`src/rtl/wb_cmd_master_if.sv`:
```
// ---------------------------------------------------------------------------
// wb_cmd_master_if
//   Bundles the local command/response port and the Wishbone initiator bus
//   of wb_cmd_master.
//   master modport : the wb_cmd_master side
//                    (takes commands, issues Wishbone cycles, returns responses)
//   slave modport  : the environment side
//                    (command source, response sink and Wishbone target)
//   Command : cmd_valid_i, cmd_ready_o, cmd_we_i, cmd_adr_i, cmd_dat_i, cmd_sel_i
//   Response: rsp_valid_o, rsp_dat_o, rsp_status_o
//   Wishbone: wb_cyc_o, wb_stb_o, wb_we_o, wb_adr_o, wb_sel_o, wb_dat_o,
//             wb_dat_i, wb_ack_i, wb_err_i, wb_rty_i, wb_stall_i
// ---------------------------------------------------------------------------
interface wb_cmd_master_if #(
  parameter int ADDR_WIDTH = 32,
  parameter int DATA_WIDTH = 32
);
  localparam int SEL_WIDTH = DATA_WIDTH / 8;

  logic                  cmd_valid_i;
  logic                  cmd_ready_o;
  logic                  cmd_we_i;
  logic [ADDR_WIDTH-1:0] cmd_adr_i;
  logic [DATA_WIDTH-1:0] cmd_dat_i;
  logic [SEL_WIDTH-1:0]  cmd_sel_i;

  logic                  rsp_valid_o;
  logic [DATA_WIDTH-1:0] rsp_dat_o;
  logic [1:0]            rsp_status_o;

  logic                  wb_cyc_o;
  logic                  wb_stb_o;
  logic                  wb_we_o;
  logic [ADDR_WIDTH-1:0] wb_adr_o;
  logic [SEL_WIDTH-1:0]  wb_sel_o;
  logic [DATA_WIDTH-1:0] wb_dat_o;
  logic [DATA_WIDTH-1:0] wb_dat_i;
  logic                  wb_ack_i;
  logic                  wb_err_i;
  logic                  wb_rty_i;
  logic                  wb_stall_i;

  modport master (
    input  cmd_valid_i, cmd_we_i, cmd_adr_i, cmd_dat_i, cmd_sel_i,
    output cmd_ready_o,
    output rsp_valid_o, rsp_dat_o, rsp_status_o,
    output wb_cyc_o, wb_stb_o, wb_we_o, wb_adr_o, wb_sel_o, wb_dat_o,
    input  wb_dat_i, wb_ack_i, wb_err_i, wb_rty_i, wb_stall_i
  );

  modport slave (
    output cmd_valid_i, cmd_we_i, cmd_adr_i, cmd_dat_i, cmd_sel_i,
    input  cmd_ready_o,
    input  rsp_valid_o, rsp_dat_o, rsp_status_o,
    input  wb_cyc_o, wb_stb_o, wb_we_o, wb_adr_o, wb_sel_o, wb_dat_o,
    output wb_dat_i, wb_ack_i, wb_err_i, wb_rty_i, wb_stall_i
  );
endinterface

```
`src/rtl/wb_cmd_master.sv`:
```
// ---------------------------------------------------------------------------
// wb_cmd_master
//   Wishbone classic-pipelined initiator. Each accepted local command becomes
//   one Wishbone transaction (possibly re-issued on rty), and produces exactly
//   one single-cycle response carrying read data and a status code:
//     00 ok, 01 err, 10 timeout, 11 retry exhausted.
//   Ports:
//     clk_i  : clock
//     rst_i  : asynchronous reset, active-high
//     bus    : wb_cmd_master_if.master (command, response and Wishbone signals)
//   All outputs are registered except cmd_ready_o, which is high in IDLE.
// ---------------------------------------------------------------------------
module wb_cmd_master #(
  parameter int ADDR_WIDTH = 32,
  parameter int DATA_WIDTH = 32,
  parameter int TIMEOUT    = 255,
  parameter int MAX_RETRY  = 3
) (
  input  logic               clk_i,
  input  logic               rst_i,
  wb_cmd_master_if.master    bus
);

  localparam int SW = DATA_WIDTH / 8;
  localparam int RW = (MAX_RETRY > 0) ? $clog2(MAX_RETRY + 1) : 1;
  localparam logic [RW-1:0] MAX_RETRY_C = RW'(MAX_RETRY);
  // Value of the attempt counter during the last cycle an attempt may live.
  localparam logic [15:0]   TMO_LAST    = 16'(TIMEOUT - 1);

  typedef enum logic [1:0] {IDLE, REQ, WAIT, RSP} state_t;

  state_t                state_q, state_d;
  logic [RW-1:0]         retry_q, retry_d;
  logic [15:0]           tmo_q, tmo_d;
  logic                  cyc_q, cyc_d;
  logic                  stb_q, stb_d;
  logic                  we_q, we_d;
  logic [ADDR_WIDTH-1:0] adr_q, adr_d;
  logic [DATA_WIDTH-1:0] dat_q, dat_d;
  logic [SW-1:0]         sel_q, sel_d;
  logic                  rsp_valid_q, rsp_valid_d;
  logic [DATA_WIDTH-1:0] rsp_dat_q, rsp_dat_d;
  logic [1:0]            rsp_status_q, rsp_status_d;

  logic resp_seen;
  logic expired;

  always_comb begin
    state_d      = state_q;
    retry_d      = retry_q;
    tmo_d        = tmo_q;
    we_d         = we_q;
    adr_d        = adr_q;
    dat_d        = dat_q;
    sel_d        = sel_q;
    rsp_dat_d    = rsp_dat_q;
    rsp_status_d = rsp_status_q;

    // A response only counts once the strobe has been taken: in WAIT, or in
    // REQ during the cycle the slave is not stalling (zero-wait slave).
    resp_seen = ((state_q == WAIT) || ((state_q == REQ) && !bus.wb_stall_i)) &&
                (bus.wb_ack_i || bus.wb_err_i || bus.wb_rty_i);
    expired   = (tmo_q == TMO_LAST);

    case (state_q)
      IDLE: begin
        if (bus.cmd_valid_i) begin
          we_d    = bus.cmd_we_i;
          adr_d   = bus.cmd_adr_i;
          dat_d   = bus.cmd_dat_i;
          sel_d   = bus.cmd_sel_i;
          retry_d = '0;
          tmo_d   = '0;
          state_d = REQ;
        end
      end
      REQ, WAIT: begin
        tmo_d = tmo_q + 16'd1;
        if (resp_seen) begin
          // err outranks rty, which outranks ack.
          if (bus.wb_err_i) begin
            rsp_status_d = 2'b01;
            rsp_dat_d    = '0;
            state_d      = RSP;
          end else if (bus.wb_rty_i) begin
            if (retry_q < MAX_RETRY_C) begin
              retry_d = retry_q + RW'(1);
              tmo_d   = '0;
              state_d = REQ;
            end else begin
              rsp_status_d = 2'b11;
              rsp_dat_d    = '0;
              state_d      = RSP;
            end
          end else begin
            rsp_status_d = 2'b00;
            rsp_dat_d    = we_q ? '0 : bus.wb_dat_i;
            state_d      = RSP;
          end
        end else if (expired) begin
          rsp_status_d = 2'b10;
          rsp_dat_d    = '0;
          state_d      = RSP;
        end else if ((state_q == REQ) && !bus.wb_stall_i) begin
          state_d = WAIT;
        end
      end
      RSP: begin
        state_d = IDLE;
      end
      default: begin
        state_d = IDLE;
      end
    endcase

    // Bus and response outputs are registered images of the next state.
    cyc_d       = (state_d == REQ) || (state_d == WAIT);
    stb_d       = (state_d == REQ);
    rsp_valid_d = (state_d == RSP);
  end

  always_ff @(posedge clk_i or posedge rst_i) begin
    if (rst_i) begin
      state_q      <= IDLE;
      retry_q      <= '0;
      tmo_q        <= '0;
      cyc_q        <= 1'b0;
      stb_q        <= 1'b0;
      we_q         <= 1'b0;
      adr_q        <= '0;
      dat_q        <= '0;
      sel_q        <= '0;
      rsp_valid_q  <= 1'b0;
      rsp_dat_q    <= '0;
      rsp_status_q <= 2'b00;
    end else begin
      state_q      <= state_d;
      retry_q      <= retry_d;
      tmo_q        <= tmo_d;
      cyc_q        <= cyc_d;
      stb_q        <= stb_d;
      we_q         <= we_d;
      adr_q        <= adr_d;
      dat_q        <= dat_d;
      sel_q        <= sel_d;
      rsp_valid_q  <= rsp_valid_d;
      rsp_dat_q    <= rsp_dat_d;
      rsp_status_q <= rsp_status_d;
    end
  end

  assign bus.cmd_ready_o  = (state_q == IDLE);
  assign bus.rsp_valid_o  = rsp_valid_q;
  assign bus.rsp_dat_o    = rsp_dat_q;
  assign bus.rsp_status_o = rsp_status_q;
  assign bus.wb_cyc_o     = cyc_q;
  assign bus.wb_stb_o     = stb_q;
  assign bus.wb_we_o      = we_q;
  assign bus.wb_adr_o     = adr_q;
  assign bus.wb_sel_o     = sel_q;
  assign bus.wb_dat_o     = dat_q;

endmodule

```
`src/flat_wrapper.sv`:
```
// flat-port wrapper written by rule: the top's interface ports become plain ports
module wb_cmd_master_flat 
#(
  parameter int ADDR_WIDTH = 32,
  parameter int DATA_WIDTH = 32,
  parameter int TIMEOUT    = 255,
  parameter int MAX_RETRY  = 3
)
  (clk_i, rst_i, bus_cmd_valid_i, bus_cmd_we_i, bus_cmd_adr_i, bus_cmd_dat_i, bus_cmd_sel_i, bus_cmd_ready_o, bus_rsp_valid_o, bus_rsp_dat_o, bus_rsp_status_o, bus_wb_cyc_o, bus_wb_stb_o, bus_wb_we_o, bus_wb_adr_o, bus_wb_sel_o, bus_wb_dat_o, bus_wb_dat_i, bus_wb_ack_i, bus_wb_err_i, bus_wb_rty_i, bus_wb_stall_i);
  wb_cmd_master_if #(.ADDR_WIDTH(ADDR_WIDTH), .DATA_WIDTH(DATA_WIDTH)) bus_i ();
  input  logic clk_i;
  input  logic rst_i;
  input wire logic [$bits(bus_i.cmd_valid_i)-1:0] bus_cmd_valid_i;
  input wire logic [$bits(bus_i.cmd_we_i)-1:0] bus_cmd_we_i;
  input wire logic [$bits(bus_i.cmd_adr_i)-1:0] bus_cmd_adr_i;
  input wire logic [$bits(bus_i.cmd_dat_i)-1:0] bus_cmd_dat_i;
  input wire logic [$bits(bus_i.cmd_sel_i)-1:0] bus_cmd_sel_i;
  output wire logic [$bits(bus_i.cmd_ready_o)-1:0] bus_cmd_ready_o;
  output wire logic [$bits(bus_i.rsp_valid_o)-1:0] bus_rsp_valid_o;
  output wire logic [$bits(bus_i.rsp_dat_o)-1:0] bus_rsp_dat_o;
  output wire logic [$bits(bus_i.rsp_status_o)-1:0] bus_rsp_status_o;
  output wire logic [$bits(bus_i.wb_cyc_o)-1:0] bus_wb_cyc_o;
  output wire logic [$bits(bus_i.wb_stb_o)-1:0] bus_wb_stb_o;
  output wire logic [$bits(bus_i.wb_we_o)-1:0] bus_wb_we_o;
  output wire logic [$bits(bus_i.wb_adr_o)-1:0] bus_wb_adr_o;
  output wire logic [$bits(bus_i.wb_sel_o)-1:0] bus_wb_sel_o;
  output wire logic [$bits(bus_i.wb_dat_o)-1:0] bus_wb_dat_o;
  input wire logic [$bits(bus_i.wb_dat_i)-1:0] bus_wb_dat_i;
  input wire logic [$bits(bus_i.wb_ack_i)-1:0] bus_wb_ack_i;
  input wire logic [$bits(bus_i.wb_err_i)-1:0] bus_wb_err_i;
  input wire logic [$bits(bus_i.wb_rty_i)-1:0] bus_wb_rty_i;
  input wire logic [$bits(bus_i.wb_stall_i)-1:0] bus_wb_stall_i;
  assign bus_i.cmd_valid_i = bus_cmd_valid_i;
  assign bus_i.cmd_we_i = bus_cmd_we_i;
  assign bus_i.cmd_adr_i = bus_cmd_adr_i;
  assign bus_i.cmd_dat_i = bus_cmd_dat_i;
  assign bus_i.cmd_sel_i = bus_cmd_sel_i;
  assign bus_cmd_ready_o = bus_i.cmd_ready_o;
  assign bus_rsp_valid_o = bus_i.rsp_valid_o;
  assign bus_rsp_dat_o = bus_i.rsp_dat_o;
  assign bus_rsp_status_o = bus_i.rsp_status_o;
  assign bus_wb_cyc_o = bus_i.wb_cyc_o;
  assign bus_wb_stb_o = bus_i.wb_stb_o;
  assign bus_wb_we_o = bus_i.wb_we_o;
  assign bus_wb_adr_o = bus_i.wb_adr_o;
  assign bus_wb_sel_o = bus_i.wb_sel_o;
  assign bus_wb_dat_o = bus_i.wb_dat_o;
  assign bus_i.wb_dat_i = bus_wb_dat_i;
  assign bus_i.wb_ack_i = bus_wb_ack_i;
  assign bus_i.wb_err_i = bus_wb_err_i;
  assign bus_i.wb_rty_i = bus_wb_rty_i;
  assign bus_i.wb_stall_i = bus_wb_stall_i;
  wb_cmd_master #(.ADDR_WIDTH(ADDR_WIDTH), .DATA_WIDTH(DATA_WIDTH), .TIMEOUT(TIMEOUT), .MAX_RETRY(MAX_RETRY)) u_core (.clk_i(clk_i), .rst_i(rst_i), .bus(bus_i));
endmodule
```
`config.mk`:
```
export PLATFORM = sky130hd
export DESIGN_NAME = wb_cmd_master_flat
export DESIGN_NICKNAME = d
export VERILOG_FILES = /design/src/rtl/wb_cmd_master_if.sv /design/src/rtl/wb_cmd_master.sv /design/src/flat_wrapper.sv
export SDC_FILE = /design/constraint.sdc
export NUM_CORES = 1
export LEC_CHECK = 0
export CORE_MARGIN = 5
export CORE_UTILIZATION = 47
export CTS_CLUSTER_SIZE = 40
export DETAILED_ROUTE_END_ITERATION = 8
export HOLD_SLACK_MARGIN = 0.1
export PLACE_DENSITY = 0.86
export REMOVE_ABC_BUFFERS = 1
export SLEW_MARGIN = 40
export SYNTH_ARGS = -nofsm -noshare
export SYNTH_HDL_FRONTEND = slang
export SYNTH_SLANG_ARGS = --single-unit
```
`constraint.sdc`:
```
create_clock -name clk_i -period 10.9 [get_ports clk_i]
set_input_delay 2.18 -clock clk_i [delete_from_list [all_inputs] [get_ports clk_i]]
set_output_delay 2.18 -clock clk_i [all_outputs]
set_load 0.03 [all_outputs]
```
After elaboration in Yosys (flattened, before gate mapping)

Cells that the tools add are included.

Add/sub/neg operators: 2
Order comparisons: 1
Eq/ne operators: 13
Multiplexer cells: 31
Reductions and logical operators: 15

Operators with widths:

| operator                                                                 | number |
|---|---|
| 32-bit 2-to-1 mux                                                        | 6 |
| 16-bit 2-to-1 mux                                                        | 5 |
| 2-bit 2-to-1 mux                                                         | 17 |
| 16-bit one-hot mux with 2 select lines                                   | 1 |
| 16-bit by 1-bit adder with 16-bit output (second input constant)         | 1 |
| 16-bit by 8-bit equality test with 1-bit output (second input constant)  | 1 |
| 2-bit equality test (second input constant)                              | 4 |
| 2-bit inequality test (second input constant)                            | 3 |
| 2-bit one-hot mux with 3 select lines                                    | 1 |
| 6-bit AND reduction                                                      | 1 |
| 2-bit by 1-bit equality test with 1-bit output (second input constant)   | 2 |
| 1-bit logical OR                                                         | 4 |
| 2-bit by 1-bit inequality test with 1-bit output (second input constant) | 2 |
| 4-bit inequality test (second input constant)                            | 1 |
| 2-bit one-hot mux with 2 select lines                                    | 1 |
| 2-bit AND reduction                                                      | 2 |
| 2-bit nonzero test                                                       | 2 |
| 3-bit AND reduction                                                      | 1 |
| 2-bit by 1-bit adder with 2-bit output (second input constant)           | 1 |
| 1-bit logical AND                                                        | 2 |
| 2-bit logical NOT                                                        | 1 |
| 2-bit < comparator (second input constant)                               | 1 |
| 2-bit OR reduction                                                       | 1 |
| 1-bit logical NOT                                                        | 1 |

Bits in registers: 126
Input port bits: 108

Longest topological paths before layout

Gate-level depths: netlist of the first run.

Depth after elaboration: 8
Depth in mapped cells: 10

Worst setup path before layout of the first run

OpenSTA, ideal clock, no wires.

Path type: input port to flip-flop
From: input bus_wb_rty_i
To: register u_core.rsp_valid_q, in the netlist u_core.bus.rsp_valid_o
Library setup time: 0.121 ns
Arrival time: 3.462 ns
Data required time: 10.779 ns
Setup slack: 7.317 ns
Stages: 5
Cells stage by stage: nor3_1 -> a21oi_1 -> or4_1 -> o221a_2 -> ha_1

Longest elaborated chain between the ends: 5
Elaborated cells on any way between the ends: 7
Those cells by class: eq/ne (1); mux (4); reduce/logical (2)

RTL lines:

| what                                                  | RTL line                                 | source |
|---|---|---|
| start, declared                                       | flat_wrapper.sv:31                       | `input wire logic [$bits(bus_i.wb_rty_i)-1:0] bus_wb_rty_i;` |
| 2-bit 2-to-1 mux or 1-bit logical OR (tied branches)  | wb_cmd_master.sv:85, wb_cmd_master.sv:62 |  |
| 2-bit 2-to-1 mux or 1-bit logical AND (tied branches) | wb_cmd_master.sv:81, wb_cmd_master.sv:61 |  |
| 2-bit 2-to-1 mux *                                    | wb_cmd_master.sv:79                      | `if (resp_seen) begin` |
| 2-bit one-hot mux with 3 select lines *               | wb_cmd_master.sv:65                      | `case (state_q)` |
| named net u_core.state_d[1]                           | wb_cmd_master.sv:32                      | `state_t state_q, state_d;` |
| 2-bit equality test *                                 | wb_cmd_master.sv:119                     | `rsp_valid_d = (state_d == RSP);` |
| named net u_core.rsp_valid_d                          | wb_cmd_master.sv:41                      | `logic rsp_valid_q, rsp_valid_d;` |
| end signal, assigned                                  | wb_cmd_master.sv:146                     | `rsp_valid_q <= rsp_valid_d;` |
| end, declared                                         | wb_cmd_master.sv:41                      |  |

The timed path passes the listed nets; every way through them passes the cells marked *.
A chain may end at the register's enable or synchronous reset.

Final worst setup path of the first run

From: register u_core.state_q[1]
To: output bus_cmd_ready_o

Longest elaborated chain between the ends: 1

RTL lines:

| what                   | RTL line             | source |
|---|---|---|
| start, declared        | wb_cmd_master.sv:32  |  |
| start signal, assigned | wb_cmd_master.sv:137 | `state_q <= state_d;` |
| 2-bit logical NOT      | wb_cmd_master.sv:152 | `assign bus.cmd_ready_o = (state_q == IDLE);` |
| end, declared          | flat_wrapper.sv:18   | `output wire logic [$bits(bus_i.cmd_ready_o)-1:0] bus_cmd_ready_o;` |

Every way passes these cells.

==> flow_metrics.env, run 1 <==
export IMPL_detail_route_wirelength_um=14900
export IMPL_timing_final_hold_violations=0
export IMPL_clk_pin_slew_ns=0.06
export IMPL_regToRegStartpoint="u_core.state_q[1]"
export IMPL_ctsLongestPathBuffers=2
export IMPL_post_synth_main_area_contributors="dfrtp_1 (59%), mux2_2 (15%), a22oi_1 (4.5%)"
export IMPL_io_pins=215
export IMPL_power_leakage_nw=3.42
export IMPL_cts_resized_gates=0
export IMPL_final_setup_skew_ns=0.00845
export IMPL_synthMostInstantiatedCell="dfrtp_1"
export IMPL_sequential_cell_area_um2=3150
export IMPL_netlist_area_before_placement_um2=5370
export IMPL_reg2reg_path_depth=8
export IMPL_floorplan_initialDensity_pct=47.4
export IMPL_cellPowerDensity_nw_per_um2=332
export IMPL_dr_first_iter_drc_count=283
export IMPL_worst_endpoint_required_ns=8.72
export IMPL_hold_path_class="register to register"
export IMPL_worst_hold_slack_ns=0.504
export IMPL_tritoncts="done"
export IMPL_multiInputGateArea_um2=2090
export IMPL_cts_inserted_buffers=17
export IMPL_hpwl_um=10700
export IMPL_rsz0062_at_grt="false"
export IMPL_drtPass1Iterations=5
export IMPL_launching_element_type_of_the_critical_path="register"
export IMPL_detail_route_antenna_nets=0
export IMPL_cap_violations=0
export IMPL_synth_area_per_cell_um2=12.1
export IMPL_cts_post_setup_buffers_inserted=0
export IMPL_clk_root_buffer_cell="clkbuf_16"
export IMPL_finalSetupTns_ns=0
export IMPL_power_ir_vdd_worst_mv=0.198
export IMPL_num_vias=4324
export IMPL_core_rowCount=39
export IMPL_final_net_count=772
export IMPL_area_growth_pct=52.7
export IMPL_global_route_wire_length_before_repair_um=23000
export IMPL_synth_top_cells_by_count="dfrtp_1 (126), mux2_2 (70), nand2_1 (46)"
export IMPL_worst_setup_path_type="register to primary output"
export IMPL_synth_enable_flop_cells=0
export IMPL_ys_warn_count=0
export IMPL_count_of_buffers_inserted_at_the_top_level_ports=214
export IMPL_antenna_cells_inserted=0
export IMPL_cts_num_sinks=126
export IMPL_synth_top_area_share_pct=58.7
export IMPL_via_density=5.33
export IMPL_post_cts_hold_buffer_count=0
export IMPL_run_status="finished clean"
export IMPL_slew_headroom_pct=54.9
export IMPL_synth_seq_cells=126
export IMPL_regToRegSetupSlack_ns=8.34
export IMPL_final_period_utilization_pct=39.1
export IMPL_via_count_of_the_first_global_routing_pass=4527
export IMPL_die_width_um=117
export IMPL_worstSetupEndpoint="bus_cmd_ready_o"
export IMPL_seq_area_frac_synth_pct=58.7
export IMPL_finalMaxSlewViolations=0
export IMPL_fp_dieH_um=117
export IMPL_fmax_mhz=235
export IMPL_htree_num_levels=4
export IMPL_cp_arrival_ns=2.08
export IMPL_remaining_drc_errors=0
export IMPL_place_gp_congestion=0.780
export IMPL_grt_overflow_total=0
export IMPL_setup_worst_path_start="u_core.state_q[1]"
export IMPL_drive_gt1_share_pct=17.5
export IMPL_yosysTopAreaCell="dfrtp_1"
export IMPL_timing_critical_path_fanout_max=10
export IMPL_worst_r2r_endpoint="u_core.bus.wb_cyc_o"
export IMPL_worst_slew_pin_transition_ns=0.677
export IMPL_grt_max_degree=77
export IMPL_fillerInstances=772
export IMPL_core_region_area_um2=11300
export IMPL_die_area_um2=13700
export IMPL_synth_distinct_cells=42
export IMPL_async_set_or_reset_flop_fraction_in_the_synthesized_netlist_pct=100
export IMPL_synth_main_ff_cell="dfrtp_1"
export IMPL_endpoint_class_of_the_critical_path="primary output"
export IMPL_grt_antenna_before_repair=0
export IMPL_clk_latency_ns=0.42
export IMPL_routedWlPerCell_um=18.3
export IMPL_finalCriticalPeriod_ns=4.26
export IMPL_synthesis_instances=444
export IMPL_setup_viol_count_final=0
export IMPL_grt_use_total_pct=21.9
==> state kept, by name, summed over array words and instances (netlist names) <==
name and flops:
u_core.bus.rsp_dat_o 32, u_core.bus.wb_adr_o 32, u_core.bus.wb_dat_o 32, u_core.tmo_q 16, u_core.bus.wb_sel_o 4, u_core.bus.rsp_status_o 2, u_core.retry_q 2, u_core.state_q 2
u_core.bus.rsp_valid_o 1, u_core.bus.wb_cyc_o 1, u_core.bus.wb_stb_o 1, u_core.bus.wb_we_o 1
==> worst min-delay path by stage <==
stage	cells after the start	slack, ns	endpoint	startpoint
6_report	1	0.50	u_core.bus.wb_adr_o[13]	u_core.bus.wb_adr_o[13]
5_1_grt	1	0.52	u_core.bus.wb_dat_o[24]	u_core.bus.wb_dat_o[24]
4_1_cts	1	0.51	u_core.bus.wb_adr_o[15]	u_core.bus.wb_adr_o[15]
3_5_place_dp	1	0.49	u_core.bus.wb_adr_o[5]	u_core.bus.wb_adr_o[5]
3_3_place_gp	2	0.45	u_core.retry_q[1]	u_core.retry_q[1]
2_1_floorplan	2	0.44	u_core.retry_q[1]	u_core.retry_q[1]
==> layout by cell type, fill, tap and decap left out, types with 2 or more instances in the layout <==
master	netlist	final
a21o_1	2	2
a21oi_1	9	9
a22oi_1	32	32
and3_1	2	2
and4_1	2	2
buf_6	0	4
clkbuf_16	0	17
clkdlybuf4s50_1	0	214
clkinv_2	0	4
clkinv_4	0	2
clkinvlp_4	0	8
dfrtp_1	126	126
ha_1	8	8
inv_1	10	8
mux2_2	70	70
nand2_1	46	46
nand2b_1	2	2
nand3_1	5	5
nand4_1	6	6
nor2_1	15	15
nor4_1	3	3
o21ai_0	24	24
o21ai_1	17	17
o221a_2	2	2
o221ai_1	2	2
o31ai_1	2	2
or3_1	6	6
or4_1	2	2
or4b_1	2	2
xnor2_1	2	2
xor2_1	7	7
==> per-stage QoR <==
| stage | worst slack [ns] | total power, mW | instances | instance area [µm²] | util (%) |
|---|---|---|---|---|---|
| final | 6.64 | 2.72 | 812 | 8200 | 72.4 |
| after global routing | 6.53 | 2.88 | 812 | 8200 | 72.4 |
| after CTS | 6.65 | 2.75 | 812 | 8200 | 72.4 |
| after detailed placement | 6.47 | 2.23 | 780 | 7660 | 67.7 |
| after global placement | 6.23 | 2.18 | 777 | 7620 | 67.3 |
| after floorplan | 5.36 | 1.66 | 418 | 5260 | - |
==> report_power, final <==
group / leakage (nW) / switching, mW / internal [mW]
combinational: 1.70 / 0.792 / 0.635
clock: 0.242 / 0.205 / 0.294
sequential: 1.48 / 0.123 / 0.673
==> logic make-up (layout without fill, tap and decap cells) <==
group	count (synthesis)	after routing	share of synthesized area, %
xor+xnor	9	9	1.47
buf+inv	36	261	2.70
simple gates	98	98	8.83
flops	126	126	58.7
compound gates	96	96	11.5
mux	71	71	14.9
fa+ha+maj	8	8	1.86
==> worst max-delay path, stage by stage, from the launching register on <==
cell             delay, ns
dfrtp_1               0.41
inv_1                 0.10
ha_1                  0.38
clkdlybuf4s50_1       0.77
==> layer usage <==
layer	vias up	share of wire (%)	wire length, µm	track usage [%]
met3	19	8.2	1230	7.35
met4	0	1.4	204	6.50
met1	2102	39	5750	26.4
li1	2023	-	-	-
met5	-	0	0	0
met2	180	52	7720	37.6
==> final cells by class <==
type / instances / share of cell area (%)
inverters: 10 / 0.488
flip-flops and latches: 126 / 38.5
clock inverters: 14 / 1.19
well taps: 143 / 2.18
repair buffers: 219 / 26.9
clock buffers: 18 / 5.36
multi-input cells: 282 / 25.5
No activity file was read; power rests on OpenSTA's default activity.
==> run 2, diff against run 1 <==
--- a/config.mk
+++ b/config.mk
@@ -6,11 +6,11 @@
 export NUM_CORES = 1
 export LEC_CHECK = 0
 export CORE_MARGIN = 5
-export CORE_UTILIZATION = 47
+export CORE_UTILIZATION = 39
 export CTS_CLUSTER_SIZE = 40
 export DETAILED_ROUTE_END_ITERATION = 8
 export HOLD_SLACK_MARGIN = 0.1
-export PLACE_DENSITY = 0.86
+export PLACE_DENSITY = 0.76
 export REMOVE_ABC_BUFFERS = 1
 export SLEW_MARGIN = 40
 export SYNTH_ARGS = -nofsm -noshare
==> constraint.sdc (replaced) <==
create_clock -name clk_i -period 3.7 [get_ports clk_i]
set_input_delay 0.74 -clock clk_i [delete_from_list [all_inputs] [get_ports clk_i]]
set_output_delay 0.74 -clock clk_i [all_outputs]
set_load 0.03 [all_outputs]
==> run 2 against run 1 <==
Effect of this change:
- global-route usage is 3.3 points lower
- non-clock buffer count grew 1
- via count barely moved
- critical path depth did not move
- clock-buffer cell count is 5 higher
- utilization down 10 points
- sequential power rose to 2.9 times the previous value
- worst hold slack worse by 0.021 ns
- critical endpoint unchanged
- register-to-register slack got worse by 7.1 ns
- flip-flop and latch count unchanged
- clock skew shrank 0.00080 ns
- wire length down 0.96%
==> flow_metrics.env, run 2 (synthesis gave the netlist of run 1 again) <==
export IMPL_final_cells=844
export IMPL_slew_headroom_pct=60.8
export IMPL_routedWlPerCell_um=17.5
export IMPL_fp_dieH_um=127
export IMPL_power_ir_vdd_worst_mv=0.411
export IMPL_grt_use_total_pct=18.6
export IMPL_timing_critical_path_fanout_max=10
export IMPL_regToRegStartpoint="u_core.state_q[0]"
export IMPL_area_growth_pct=54.2
export IMPL_finalSetupTns_ns=0
export IMPL_power_leakage_nw=3.48
export IMPL_grt_max_degree=80
export IMPL_grt_overflow_total=0
export IMPL_clk_latency_ns=0.41
export IMPL_antenna_cells_inserted=0
export IMPL_cts_resized_gates=0
export IMPL_final_net_count=773
export IMPL_num_vias=4327
export IMPL_drtPass1Iterations=4
export IMPL_regToRegSetupSlack_ns=1.26
export IMPL_worst_endpoint_required_ns=2.96
export IMPL_clk_pin_slew_ns=0.06
export IMPL_remaining_drc_errors=0
export IMPL_rsz0062_at_grt="false"
export IMPL_drive_gt1_share_pct=17.1
export IMPL_run_status="finished clean"
export IMPL_core_rowCount=42
export IMPL_launching_element_type_of_the_critical_path="register"
export IMPL_place_gp_congestion=0.821
export IMPL_cts_inserted_buffers=17
export IMPL_worst_slew_pin_transition_ns=0.588
export IMPL_core_region_area_um2=13300
export IMPL_min_delay_start="u_core.retry_q[1]"
export IMPL_worstHoldPathCells=2
export IMPL_cellPowerDensity_nw_per_um2=984
export IMPL_detail_route_antenna_nets=0
export IMPL_global_route_wire_length_before_repair_um=24000
export IMPL_cap_violations=0
export IMPL_ctsLongestPathBuffers=2
export IMPL_io_pins=215
export IMPL_via_count_of_the_first_global_routing_pass=4628
export IMPL_hold_path_class="register to register"
export IMPL_post_cts_hold_buffer_count=0
export IMPL_count_of_buffers_inserted_at_the_top_level_ports=214
export IMPL_worst_setup_path_type="register to primary output"
export IMPL_post_route_core_utilization_pct=62.0
export IMPL_hold_path_end="u_core.retry_q[1]"
export IMPL_place_detailed_instances=814
export IMPL_dr_first_iter_drc_count=200
export IMPL_reg2reg_path_depth=9
export IMPL_tritoncts="done"
export IMPL_cts_post_setup_buffers_inserted=0
export IMPL_via_density=5.13
export IMPL_final_period_utilization_pct=75.4
export IMPL_cp_arrival_ns=2.05
export IMPL_mostFrequentLayoutCell="clkdlybuf4s50_1"
export IMPL_layout_cells_most_common_list="clkdlybuf4s50_1 (214), dfrtp_1 (126), mux2_2 (70)"
export IMPL_die_area_um2=16200
export IMPL_clk_root_buffer_cell="clkbuf_16"
export IMPL_htree_num_levels=4
export IMPL_final_setup_skew_ns=0.00765
export IMPL_endpoint_class_of_the_critical_path="primary output"
export IMPL_finalCriticalPeriod_ns=2.79
export IMPL_fmax_mhz=359
export IMPL_hpwl_um=10800
export IMPL_setup_viol_count_final=0
export IMPL_finalMaxSlewViolations=0
export IMPL_grt_antenna_before_repair=0
export IMPL_die_width_um=127
export IMPL_timing_final_hold_violations=0
export IMPL_worst_r2r_endpoint="u_core.bus.wb_cyc_o"
export IMPL_detail_route_wirelength_um=14800
export IMPL_cts_num_sinks=126
export IMPL_floorplan_initialDensity_pct=40.2
[run 2: cell type report]
type / instances / area (µm²)
clock buffers: 23 / 508
multi-input cells: 282 / 2090
clock inverters: 7 / 60.1
inverters: 10 / 40.0
well taps: 176 / 220
repair buffers: 220 / 2210
fillers: 1068 / 5070
flip-flops and latches: 126 / 3150
[run 2: worst max-delay path by stage]
stage	start	endpoint	slack, ns	depth (start not counted)
5_1_grt	u_core.state_q[1]	bus_cmd_ready_o	0.80	3
3_5_place_dp	bus_wb_rty_i	u_core.bus.rsp_valid_o	0.69	6
4_1_cts	u_core.state_q[1]	bus_cmd_ready_o	0.89	3
2_1_floorplan	rst_i	u_core.bus.rsp_dat_o[0]	-0.40	1
6_report	u_core.state_q[1]	bus_cmd_ready_o	0.91	3
3_3_place_gp	bus_wb_rty_i	u_core.bus.rsp_valid_o	0.80	6
[run 2: worst max-delay path, stage by stage (launching register included)]
cell             delay (ns)
dfrtp_1                0.40
inv_1                  0.10
ha_1                   0.40
clkdlybuf4s50_1        0.75
[run 2: per-stage QoR]
| stage | hold WS [ns] | area [µm²] | worst slack, ns | power, mW |
|---|---|---|---|---|
| 6_report | 0.483 | 8280 | 0.912 | 8.15 |
| 3_3_place_gp | 0.455 | 7710 | 0.799 | 6.50 |
| 5_1_grt | 0.523 | 8280 | 0.802 | 8.65 |
| 4_1_cts | 0.494 | 8280 | 0.887 | 8.25 |
| 3_5_place_dp | 0.483 | 7710 | 0.693 | 6.64 |
| 2_1_floorplan | 0.443 | 5260 | -0.396 | 4.89 |
[run 2: layer usage]
metal	vias up	global-route usage, %	routed length (µm)
met5	-	0	0
li1	2023	-	-
met1	2093	23.2	6080
met4	0	7.82	400
met3	30	6.43	1240
met2	181	29.6	7030
[run 2: where the power goes]
group          leakage, nW  internal [mW]  switching (mW)  total, mW
sequential            1.48           1.98           0.357       2.34
combinational         1.71           1.89            2.35       4.24
clock                0.290           1.02           0.557       1.57
total                 3.48           4.89            3.26       8.15
